===== src/rtl/z80_bus_monitor_if.sv =====
// Pins of a tv80s core as seen by the bus monitor, plus the record stream it produces.
// master is the monitor's view; slave is the view of whoever drives the pins and consumes records.
interface z80_bus_monitor_if #(
  parameter int STAMP_W = 16
);
  logic               m1_n;
  logic               mreq_n;
  logic               iorq_n;
  logic               rd_n;
  logic               wr_n;
  logic               rfsh_n;
  logic [15:0]        A;
  logic [7:0]         di;
  logic [7:0]         dout;
  logic               rec_valid;
  logic               rec_ready;
  logic [2:0]         rec_kind;
  logic [15:0]        rec_addr;
  logic [7:0]         rec_data;
  logic [STAMP_W-1:0] rec_stamp;

  modport master (
    input  m1_n, mreq_n, iorq_n, rd_n, wr_n, rfsh_n, A, di, dout, rec_ready,
    output rec_valid, rec_kind, rec_addr, rec_data, rec_stamp
  );

  modport slave (
    output m1_n, mreq_n, iorq_n, rd_n, wr_n, rfsh_n, A, di, dout, rec_ready,
    input  rec_valid, rec_kind, rec_addr, rec_data, rec_stamp
  );
endinterface


===== src/rtl/z80_bus_monitor.sv =====
// Passive tv80s bus observer: turns each completed bus cycle into a {kind, addr, data, stamp}
// record and queues it in a FIFO behind a valid/ready stream.
module z80_bus_monitor #(
  parameter int DEPTH   = 16,
  parameter int STAMP_W = 16
) (
  input  logic                   clk,
  input  logic                   reset_n,
  input  logic                   en,
  z80_bus_monitor_if.master      bus,
  output logic [$clog2(DEPTH):0] level,
  output logic                   overflow,
  output logic [7:0]             drop_cnt
);
  localparam int AW = $clog2(DEPTH);
  localparam int LW = AW + 1;
  localparam logic [LW-1:0] FULL_LEVEL = LW'(DEPTH);

  localparam logic [2:0] K_FETCH   = 3'd0;
  localparam logic [2:0] K_MEM_RD  = 3'd1;
  localparam logic [2:0] K_MEM_WR  = 3'd2;
  localparam logic [2:0] K_IO_RD   = 3'd3;
  localparam logic [2:0] K_IO_WR   = 3'd4;
  localparam logic [2:0] K_INT_ACK = 3'd5;

  typedef enum logic {IDLE, BUSY} state_t;

  typedef struct packed {
    logic [2:0]         kind;
    logic [15:0]        addr;
    logic [7:0]         data;
    logic [STAMP_W-1:0] stamp;
  } rec_t;

  state_t             state;
  logic [STAMP_W-1:0] stamp;
  rec_t               cur;
  rec_t               pend;
  rec_t               fresh;
  rec_t               head;
  logic               pend_valid;
  logic               head_valid;
  logic               int_ack;
  logic               bus_active;
  logic               same_cycle;
  logic [2:0]         kind_now;
  logic [7:0]         data_now;

  rec_t               mem [DEPTH];
  logic [AW-1:0]      wptr;
  logic [AW-1:0]      rptr;
  logic [AW-1:0]      rptr_next;
  logic [LW-1:0]      count;
  logic [LW-1:0]      count_after_pop;
  logic               pop;
  logic               full;
  logic               accept;

  // Interrupt acknowledge is recognised from M1+IORQ alone; refresh cycles never count.
  always_comb begin
    int_ack    = ~bus.m1_n & ~bus.iorq_n;
    bus_active = bus.rfsh_n &
                 (int_ack | ((~bus.mreq_n | ~bus.iorq_n) & (~bus.rd_n | ~bus.wr_n)));
    if (int_ack)                                    kind_now = K_INT_ACK;
    else if (~bus.m1_n & ~bus.mreq_n & ~bus.rd_n)   kind_now = K_FETCH;
    else if (~bus.mreq_n)                           kind_now = bus.wr_n ? K_MEM_RD : K_MEM_WR;
    else                                            kind_now = bus.wr_n ? K_IO_RD : K_IO_WR;
    data_now    = (kind_now == K_MEM_WR || kind_now == K_IO_WR) ? bus.dout : bus.di;
    same_cycle  = bus_active && (kind_now == cur.kind) && (bus.A == cur.addr);
    fresh.kind  = kind_now;
    fresh.addr  = bus.A;
    fresh.data  = data_now;
    fresh.stamp = stamp;
  end

  always_ff @(posedge clk or negedge reset_n) begin
    if (!reset_n) stamp <= '0;
    else          stamp <= stamp + 1'b1;
  end

  // en only gates the opening of a cycle; an open cycle runs to its natural end.
  always_ff @(posedge clk or negedge reset_n) begin
    if (!reset_n) begin
      state      <= IDLE;
      cur        <= '0;
      pend       <= '0;
      pend_valid <= 1'b0;
    end else begin
      pend_valid <= 1'b0;
      case (state)
        IDLE: begin
          if (en && bus_active) begin
            state <= BUSY;
            cur   <= fresh;
          end
        end
        BUSY: begin
          if (same_cycle) begin
            cur.data <= data_now;
          end else begin
            pend       <= cur;
            pend_valid <= 1'b1;
            if (en && bus_active) cur   <= fresh;
            else                  state <= IDLE;
          end
        end
        default: state <= IDLE;
      endcase
    end
  end

  always_comb begin
    pop             = head_valid & bus.rec_ready;
    full            = (count == FULL_LEVEL);
    accept          = pend_valid & (~full | pop);
    rptr_next       = rptr + AW'(pop);
    count_after_pop = count - LW'(pop);
  end

  always_ff @(posedge clk) begin
    if (accept) mem[wptr] <= pend;
  end

  // The output register preloads the entry that will be at the head after this clock's pop,
  // so a freshly pushed record only appears one clock later.
  always_ff @(posedge clk or negedge reset_n) begin
    if (!reset_n) begin
      wptr       <= '0;
      rptr       <= '0;
      count      <= '0;
      head       <= '0;
      head_valid <= 1'b0;
      overflow   <= 1'b0;
      drop_cnt   <= 8'd0;
    end else begin
      if (accept) wptr <= wptr + 1'b1;
      rptr  <= rptr_next;
      count <= count_after_pop + LW'(accept);
      if (count_after_pop != '0) begin
        head_valid <= 1'b1;
        head       <= mem[rptr_next];
      end else begin
        head_valid <= 1'b0;
        head       <= '0;
      end
      if (pend_valid && full && !pop) begin
        overflow <= 1'b1;
        if (drop_cnt != 8'hFF) drop_cnt <= drop_cnt + 8'd1;
      end
    end
  end

  assign bus.rec_valid = head_valid;
  assign bus.rec_kind  = head.kind;
  assign bus.rec_addr  = head.addr;
  assign bus.rec_data  = head.data;
  assign bus.rec_stamp = head.stamp;
  assign level         = count;
endmodule

===== src/flat_wrapper.sv =====
// flat-port wrapper written by rule: the top's interface ports become plain ports
module z80_bus_monitor_flat 
#(
  parameter int DEPTH   = 16,
  parameter int STAMP_W = 16
)
  (clk, reset_n, en, level, overflow, drop_cnt, bus_m1_n, bus_mreq_n, bus_iorq_n, bus_rd_n, bus_wr_n, bus_rfsh_n, bus_A, bus_di, bus_dout, bus_rec_ready, bus_rec_valid, bus_rec_kind, bus_rec_addr, bus_rec_data, bus_rec_stamp);
  z80_bus_monitor_if #(.STAMP_W(STAMP_W)) bus_i ();
  input  logic clk;
  input  logic reset_n;
  input  logic en;
  output logic [$clog2(DEPTH):0] level;
  output logic overflow;
  output logic [7:0] drop_cnt;
  input wire logic [$bits(bus_i.m1_n)-1:0] bus_m1_n;
  input wire logic [$bits(bus_i.mreq_n)-1:0] bus_mreq_n;
  input wire logic [$bits(bus_i.iorq_n)-1:0] bus_iorq_n;
  input wire logic [$bits(bus_i.rd_n)-1:0] bus_rd_n;
  input wire logic [$bits(bus_i.wr_n)-1:0] bus_wr_n;
  input wire logic [$bits(bus_i.rfsh_n)-1:0] bus_rfsh_n;
  input wire logic [$bits(bus_i.A)-1:0] bus_A;
  input wire logic [$bits(bus_i.di)-1:0] bus_di;
  input wire logic [$bits(bus_i.dout)-1:0] bus_dout;
  input wire logic [$bits(bus_i.rec_ready)-1:0] bus_rec_ready;
  output wire logic [$bits(bus_i.rec_valid)-1:0] bus_rec_valid;
  output wire logic [$bits(bus_i.rec_kind)-1:0] bus_rec_kind;
  output wire logic [$bits(bus_i.rec_addr)-1:0] bus_rec_addr;
  output wire logic [$bits(bus_i.rec_data)-1:0] bus_rec_data;
  output wire logic [$bits(bus_i.rec_stamp)-1:0] bus_rec_stamp;
  assign bus_i.m1_n = bus_m1_n;
  assign bus_i.mreq_n = bus_mreq_n;
  assign bus_i.iorq_n = bus_iorq_n;
  assign bus_i.rd_n = bus_rd_n;
  assign bus_i.wr_n = bus_wr_n;
  assign bus_i.rfsh_n = bus_rfsh_n;
  assign bus_i.A = bus_A;
  assign bus_i.di = bus_di;
  assign bus_i.dout = bus_dout;
  assign bus_i.rec_ready = bus_rec_ready;
  assign bus_rec_valid = bus_i.rec_valid;
  assign bus_rec_kind = bus_i.rec_kind;
  assign bus_rec_addr = bus_i.rec_addr;
  assign bus_rec_data = bus_i.rec_data;
  assign bus_rec_stamp = bus_i.rec_stamp;
  z80_bus_monitor #(.DEPTH(DEPTH), .STAMP_W(STAMP_W)) u_core (.clk(clk), .reset_n(reset_n), .en(en), .bus(bus_i), .level(level), .overflow(overflow), .drop_cnt(drop_cnt));
endmodule

===== config.mk =====
export PLATFORM = sky130hd
export DESIGN_NAME = z80_bus_monitor_flat
export DESIGN_NICKNAME = d
export VERILOG_FILES = /design/src/rtl/z80_bus_monitor_if.sv /design/src/rtl/z80_bus_monitor.sv /design/src/flat_wrapper.sv
export SDC_FILE = /design/constraint.sdc
export NUM_CORES = 1
export LEC_CHECK = 0
export ABC_AREA = 0
export BUFFER_PORTS_ARGS = -buffer_cell sky130_fd_sc_hd__buf_2
export CELL_PAD_IN_SITES_DETAIL_PLACEMENT = 1
export CELL_PAD_IN_SITES_GLOBAL_PLACEMENT = 1
export CORE_ASPECT_RATIO = 0.5
export CORE_MARGIN = 5
export CORE_UTILIZATION = 50
export DETAILED_ROUTE_END_ITERATION = 8
export GPL_ROUTABILITY_DRIVEN = 1
export MAX_ROUTING_LAYER = met4
export PLACE_DENSITY_LB_ADDON = 0.15
export SLEW_MARGIN = 20
export SYNTH_ARGS = -nofsm -noshare
export SYNTH_HDL_FRONTEND = slang
export SYNTH_SLANG_ARGS = --single-unit

===== constraint.sdc =====
create_clock -name clk -period 8.1 [get_ports clk]
set_input_delay 0.81 -clock clk [delete_from_list [all_inputs] [get_ports clk]]
set_output_delay 0.81 -clock clk [all_outputs]
set_load 0.05 [all_outputs]

==> impl_metrics.env, run 1 <==
export IMPL_crit_type="register to register"
export IMPL_rsz0062_at_grt="no"
export IMPL_power_switching_share_pct=30.8
export IMPL_dieArea_mm2=0.0707
export IMPL_via_count=14857
export IMPL_p_leak_nw=12.7
export IMPL_holdBufCountCts=0
export IMPL_routabilityCongestion=0.723
export IMPL_min_path_type="input port to async pin"
export IMPL_synth_most_common_cell="edfxtp_1"
export IMPL_synth_area_per_cell_um2=22.5
export IMPL_synth_edf_count=688
export IMPL_area_delta_synth_final_pct=12.8
export IMPL_drc=0
export IMPL_grt_overflow_total=0
export IMPL_synth_area_leader_cell="edfxtp_1"
export IMPL_ys_seq_area_share_pct=76.5
export IMPL_antenna_cells=0
export IMPL_ctsRootBufferMaster="clkbuf_16"
export IMPL_finalHoldViolCount=0
export IMPL_p_comb_share_pct=30.7
export IMPL_clk_pin_slew_ns=0.07
export IMPL_p_int_mw=9.40
export IMPL_status="finished clean"
export IMPL_cap_viol_max_count=0
export IMPL_place_port_buffers=99
export IMPL_fp_dieW_um=371
export IMPL_nets=1643
export IMPL_grt_max_degree=174
export IMPL_netlist_cell_type_count=35
export IMPL_start_util_pct=50.3
export IMPL_max_clock_freq_mhz=268
export IMPL_finalWirelength_um=73600
export IMPL_tns_ns=0
export IMPL_setup_viol=0
export IMPL_cts_sinks=858
export IMPL_antenna_found_initial=4
export IMPL_syn_area_mm2=0.0326
export IMPL_drtIter0Drc=1527
export IMPL_critPathCaptureType="register"
export IMPL_fin_skew_ns=0.0253
export IMPL_ys_seq_elements=858
export IMPL_grt_usage_pct=22.3
export IMPL_worstPathArrival_ns=4.20
export IMPL_drv_slew=0
export IMPL_period_needed_ns=3.73
export IMPL_io_pin_count=100
export IMPL_worst_path_max_fanout=45
export IMPL_final_period_utilization_pct=46.0
export IMPL_peakVddDrop_uv=523
export IMPL_p_total_mw=13.6
export IMPL_p_clk_share_pct=26.4
export IMPL_synthCells=1447
export IMPL_critPathMaxStageDelay_ns=0.81
export IMPL_cts_setup_buffers=0
export IMPL_clk_path_buf_depth=3
export IMPL_hpwlAfterDp_um=37400
export IMPL_postCtsResizedCells=0
export IMPL_grt_pass1_vias=16238
export IMPL_synth_top_area_share_pct=63.4
export IMPL_drive_gt1_share_pct=34.2
export IMPL_num_rows=66
export IMPL_ys_top_cells_by_count="edfxtp_1 (688), mux4_2 (215), dfrtp_1 (170), mux2_2 (92), nor2b_1 (43)"
export IMPL_cp_start_kind="register"
export IMPL_core_mm2=0.0647
export IMPL_die_h_um=191
export IMPL_r2r_slack_ns=4.37
export IMPL_worstMarginPinSlew_ns=1.27
export IMPL_cts_tree="built"
export IMPL_seqPwrFrac_pct=42.9
export IMPL_grt_pass1_wl_um=110000
export IMPL_viasPerCell=5.86
export IMPL_cpMostUsedCell="mux4_2"
export IMPL_insertion_delay_ns=0.64
export IMPL_crit_chain="nand2_1 > inv_1 > ha_4 > buf_4 > mux4_2 > mux4_2 > nor2b_1"
export IMPL_slowest_stage="buf_4"
export IMPL_wl_per_cell_um=29.1
export IMPL_yosys_warnings=0
export IMPL_synthTopCellsByArea="edfxtp_1 (63%), mux4_2 (15%), dfrtp_1 (13%), mux2_2 (3.2%), nor2b_1 (0.83%)"
export IMPL_synthArstFlopShare_pct=19.8
export IMPL_numCtsBuffers=75
export IMPL_power_density_mw_per_mm2=370
export IMPL_htreeDepth=3
export IMPL_synth_nets=1502
export IMPL_power_switching_mw=4.19
export IMPL_slew_headroom_pct=15.3
export IMPL_route_antenna_remaining_nets=0
export IMPL_synth_top_flop_cell="edfxtp_1"
export IMPL_first_pass_iters=5
export IMPL_cp_required_ns=8.57
==> layer usage <==
layer	part of all wire, %	track usage, %	vias to the layer above
li1	-	-	6170
met2	49	35.0	465
met4	1.2	3.88	0
met5	0	-	-
met3	5.8	3.31	76
met1	44	32.1	8146
==> registers in the layout (all words and copies together) (netlist names) <==
register,cells
u_core.overflow,1
u_core.pend_valid,1
u_core.bus.rec_data,8
u_core.bus.rec_addr,16
u_core.bus.rec_valid,1
u_core.bus.rec_stamp,16
u_core.pend,43
u_core.wptr,4
u_core.bus.rec_kind,3
u_core.mem,688
u_core.cur,43
u_core.drop_cnt,8
u_core.level,5
u_core.stamp,16
u_core.rptr,4
u_core.state,1
==> worst paths after layout <==
kind / start / end / cells after the start
min reg2reg: u_core.stamp[15] / u_core.stamp[15] / 1
max reg2reg: u_core.bus.rec_valid / u_core.bus.rec_addr[4] / 7
min in group clk: bus_A[5] / u_core.cur[29] / 2
min: reset_n / u_core.bus.rec_addr[5] / 1
max in group asynchronous: reset_n / u_core.cur[10] / 2
max: u_core.bus.rec_valid / u_core.bus.rec_addr[4] / 7
==> worst max-delay path: cells and delay by family, from the launching register on <==
kind / cells / cell delay (ns)
fa+ha+maj: 1 / 0.76
buf+inv: 2 / 0.92
flops: 1 / 0.41
mux: 2 / 1.09
simple gates: 2 / 0.29
==> metrics by stage <==
stage               util (%)  hold slack (ns)  instances  instance area [um2]  setup WS (ns)
floorplan                  -            0.442       1447                32600           3.00
global placement        53.0            0.448       2395                34300           3.88
detailed placement      53.0            0.461       2395                34300           3.82
CTS                     56.8            0.272       2534                36800           4.26
global route            56.8            0.288       2534                36800           4.10
finish                  56.8            0.261       2534                36800           4.37
==> layout make-up <==
| cell class | instances | area, um2 |
|---|---|---|
| Clock buffer | 109 | 2130 |
| Fill cell | 5452 | 28000 |
| Multi-Input combinational cell | 512 | 7490 |
| Tap cell | 884 | 1110 |
| Sequential cell | 858 | 24900 |
| Inverter | 17 | 63.8 |
| Clock inverter | 30 | 328 |
| Timing Repair Buffer | 124 | 717 |
==> cells in the final DEF, fill, tap and decap left out, types with 7 or more instances in the layout <==
| cell type | synthesis | layout |
|---|---|---|
| buf_2 | 21 | 98 |
| buf_4 | 0 | 23 |
| clkbuf_1 | 28 | 21 |
| clkbuf_16 | 0 | 75 |
| clkbuf_8 | 0 | 14 |
| clkinv_1 | 0 | 9 |
| clkinv_2 | 0 | 7 |
| dfrtp_1 | 170 | 170 |
| edfxtp_1 | 688 | 688 |
| ha_1 | 13 | 11 |
| inv_1 | 17 | 17 |
| mux2_2 | 92 | 92 |
| mux4_2 | 215 | 215 |
| nand2_1 | 21 | 21 |
| nand3_1 | 9 | 9 |
| nand4_1 | 7 | 7 |
| nor2_1 | 19 | 7 |
| nor2_4 | 0 | 12 |
| nor2b_1 | 43 | 43 |
| xnor2_1 | 24 | 24 |
| xor2_1 | 27 | 25 |
==> power groups by stage <==
| stage | clock network [mW] | logic (mW) | registers, mW |
|---|---|---|---|
| 2_1_floorplan | 0 | 2.83 | 6.16 |
| 3_3_place_gp | 0 | 4.14 | 5.86 |
| 4_1_cts | 3.67 | 4.25 | 5.82 |
| 5_1_grt | 3.89 | 4.45 | 5.88 |
| 3_5_place_dp | 0 | 4.23 | 5.92 |
| 6_report | 3.59 | 4.17 | 5.82 |
==> logic make-up (layout without fill, tap and decap cells) <==
logic type	Yosys count	in the layout	synth area share, %
AND/OR/NAND/NOR	125	125	2.08
adder cells (fa/ha/maj)	13	13	0.499
multiplexers	309	309	18.1
buffers and inverters	77	280	1.13
flip-flops	858	858	76.5
AO/OA/AOI/OAI	14	14	0.357
XOR/XNOR	51	51	1.37
No activity file was read; power rests on OpenSTA's default activity.
==> run 2, diff against run 1 <==
Settings changed: ABC_AREA 0 to 1, CORE_UTILIZATION 50 to 46.
Clock period 8.1 ns to 3.15 ns, I/O delays scaled along.
==> run 2 against run 1 <==
Compared with the run above:
- combinational power increased to 3.9 times the previous value
- worst setup slack lost 3.8 ns
- cell area increased by 5.5%
- sequential cell count unchanged
- hold slack got worse by 0.23 ns
- critical path type unchanged
- via count up 49%
- synthesized cell count grew 86%
- synthesized area rose by 3.6%
- fmax is 44% higher
==> impl_metrics.env, run 2 <==
export IMPL_start_util_pct=46.4
export IMPL_num_rows=70
export IMPL_largest_reg_flops=688
export IMPL_power_switching_share_pct=40.6
export IMPL_setup_viol=0
export IMPL_synthArstFlopShare_pct=19.8
export IMPL_peakVddDrop_uv=1100
export IMPL_antenna_found_initial=1
export IMPL_drc=0
export IMPL_grt_pass1_wl_um=147000
export IMPL_cp_depth=12
export IMPL_first_pass_iters=6
export IMPL_drive_gt1_share_pct=11.1
export IMPL_finalWirelength_um=97400
export IMPL_reg_top3="u_core.mem (688), u_core.cur (43), u_core.pend (43)"
export IMPL_grt_pass1_vias=23633
export IMPL_worst_path_max_fanout=40
export IMPL_synth_area_leader_cell="edfxtp_1"
export IMPL_min_path_type="input port to register"
export IMPL_cpMostUsedCell="nand2_1"
export IMPL_wirelength_met1_um=44700
export IMPL_insertion_delay_ns=0.63
export IMPL_grt_overflow_total=0
export IMPL_cap_viol_max_count=0
export IMPL_area_delta_synth_final_pct=14.8
export IMPL_cts_tree="built"
export IMPL_synth_top_flop_cell="edfxtp_1"
export IMPL_largest_register="u_core.mem"
export IMPL_r2r_end="u_core.bus.rec_addr[13]"
export IMPL_seqPwrFrac_pct=36.3
export IMPL_core_mm2=0.0729
export IMPL_die_h_um=202
export IMPL_clk_path_buf_depth=3
export IMPL_ys_seq_elements=858
export IMPL_crit_chain="nand2_1 > inv_1 > ha_4 > ha_4 > inv_6 > buf_4 > a21oi_1 > a22oi_1 > nand2_1 > o211ai_1 > nand2_1 > a21oi_1"
export IMPL_final_util_pct=53.2
export IMPL_stdcell_count=3849
export IMPL_power_density_mw_per_mm2=1030
export IMPL_yosys_warnings=0
export IMPL_numCtsBuffers=77
export IMPL_grt_usage_pct=25.5
export IMPL_critPathCaptureType="register"
export IMPL_fin_skew_ns=0.0210
export IMPL_max_clock_freq_mhz=387
export IMPL_ys_top_cells_by_count="nand2_1 (843), edfxtp_1 (688), a21oi_1 (301), dfrtp_1 (170), nand3_1 (140)"
export IMPL_synthCells=2697
export IMPL_htreeDepth=3
export IMPL_reg2regPathDepth=12
export IMPL_synth_area_per_cell_um2=12.5
export IMPL_critPathMaxStageDelay_ns=0.39
export IMPL_viasPerCell=5.75
export IMPL_crit_type="register to register"
export IMPL_p_leak_nw=15.0
export IMPL_routabilityCongestion=0.770
export IMPL_route_antenna_remaining_nets=0
export IMPL_crit_family="buffers and inverters"
export IMPL_drv_slew=0
export IMPL_synth_most_common_cell="nand2_1"
export IMPL_slowest_stage="inv_6"
export IMPL_wl_met3_um=6610
export IMPL_reg2reg_from="u_core.bus.rec_valid"
export IMPL_netlist_cell_type_count=29
export IMPL_drtIter0Drc=1859
export IMPL_syn_area_mm2=0.0338
export IMPL_wl_per_cell_um=25.3
export IMPL_synth_nets=2752
export IMPL_status="finished clean"
export IMPL_synthTopCellsByArea="edfxtp_1 (61%), dfrtp_1 (13%), nand2_1 (9.4%), a21oi_1 (4.5%), a22oi_1 (2.9%)"
export IMPL_cts_setup_buffers=0
export IMPL_antenna_cells=0
export IMPL_cp_start_kind="register"
export IMPL_final_period_utilization_pct=82.0
export IMPL_hpwlAfterDp_um=54800
export IMPL_place_port_buffers=99
export IMPL_pre_cts_ws_ns=0.543
export IMPL_cp_required_ns=3.64
export IMPL_p_total_mw=40.0
export IMPL_finalHoldViolCount=0
export IMPL_routed_top_layer="met4"
export IMPL_via_count=22135
export IMPL_dieArea_mm2=0.0793
export IMPL_ys_seq_area_share_pct=73.8
export IMPL_p_comb_share_pct=40.6
export IMPL_slew_headroom_pct=43.7
export IMPL_crit_buf_inv=3
export IMPL_critPathCapture="u_core.bus.rec_addr[13]"
export IMPL_r2r_slack_ns=0.57
export IMPL_clk_pin_slew_ns=0.07
export IMPL_route_met2_wl_um=44400
export IMPL_setup_ws_ns=0.568
export IMPL_worstMarginPinSlew_ns=0.841
export IMPL_io_pin_count=100
export IMPL_synth_top_area_share_pct=61.2
export IMPL_layout_common_cells="nand2_1 (842), edfxtp_1 (688), a21oi_1 (301)"
export IMPL_p_int_mw=23.7
export IMPL_placed_cells=3689
export IMPL_worstPathArrival_ns=3.07
export IMPL_power_switching_mw=16.2
export IMPL_grt_max_degree=128
export IMPL_period_needed_ns=2.58
export IMPL_rsz0062_at_grt="no"
export IMPL_nets=2873
export IMPL_fp_dieW_um=393
export IMPL_startpoint="u_core.bus.rec_valid"
export IMPL_cts_sinks=858
export IMPL_ctsRootBufferMaster="clkbuf_16"
export IMPL_p_clk_share_pct=23.1
export IMPL_synth_edf_count=688
export IMPL_final_common_cell="nand2_1"
[run 2: worst reg2reg max path, cell delays in order (launching register included)]
cell	delay (ns)
dfrtp_1	0.38
nand2_1	0.06
inv_1	0.11
ha_4	0.20
ha_4	0.26
inv_6	0.39
buf_4	0.28
a21oi_1	0.05
a22oi_1	0.18
nand2_1	0.08
o211ai_1	0.09
nand2_1	0.08
a21oi_1	0.30
[run 2: cell type report]
type | count | area (um2)
Fill cell | 7344 | 34100
Clock buffer | 115 | 2230
Inverter | 51 | 204
Clock inverter | 23 | 164
Tap cell | 972 | 1220
Timing Repair Buffer | 202 | 1860
Sequential cell | 858 | 24900
Multi-Input combinational cell | 1628 | 8170
[run 2: power by group through the flow]
stage	sequential, mW	combinational, mW	clock (mW)
2_1_floorplan	15.4	9.53	0
6_report	14.5	16.2	9.21
5_1_grt	14.6	17.7	9.88
3_3_place_gp	14.7	15.6	0
4_1_cts	14.5	16.2	9.39
3_5_place_dp	14.7	16.1	0
[run 2: through the flow]
stage          setup TNS, ns  hold slack (ns)  area [um2]
3_3_place_gp               0            0.425       36100
2_1_floorplan        -257.82           0.0194       33800
4_1_cts                    0         0.000314       38800
5_1_grt                    0           0.0375       38800
3_5_place_dp               0            0.425       36100
6_report                   0           0.0288       38800
[run 2: worst min path at each step]
stage | end | cells past startpoint | startpoint
after CTS | u_core.cur[23] | 5 | bus_di[7]
after global placement | u_core.drop_cnt[3] | 1 | reset_n
final | u_core.cur[22] | 5 | bus_di[6]
after floorplan | u_core.bus.rec_addr[0] | 0 | reset_n
after global routing | u_core.cur[23] | 5 | bus_di[7]
after detailed placement | u_core.drop_cnt[3] | 1 | reset_n
[run 2: cells by family after synthesis]
logic type | Yosys count | share of synthesized area (%)
xor gates and xnor gates | 46 | 1.22
muxes | 43 | 1.27
buffers and inverters | 211 | 2.57
AOI/OAI and AO/OA | 490 | 8.54
adders and majority gates | 13 | 0.482
and+or+nand+nor | 1036 | 12.2
DFF | 858 | 73.8
[run 2: what timing repair did]
item / CTS / global route
hold endpoints to repair: 99 / 0
hold buffers: 22 / 0
gates resized for setup: 0 / 0
[run 2: metal layers]
metal,global-route usage (%),vias up
li1,-,9831
met1,36.5,11463
met2,38.7,702
met3,4.14,139
met4,5.43,0
met5,-,-
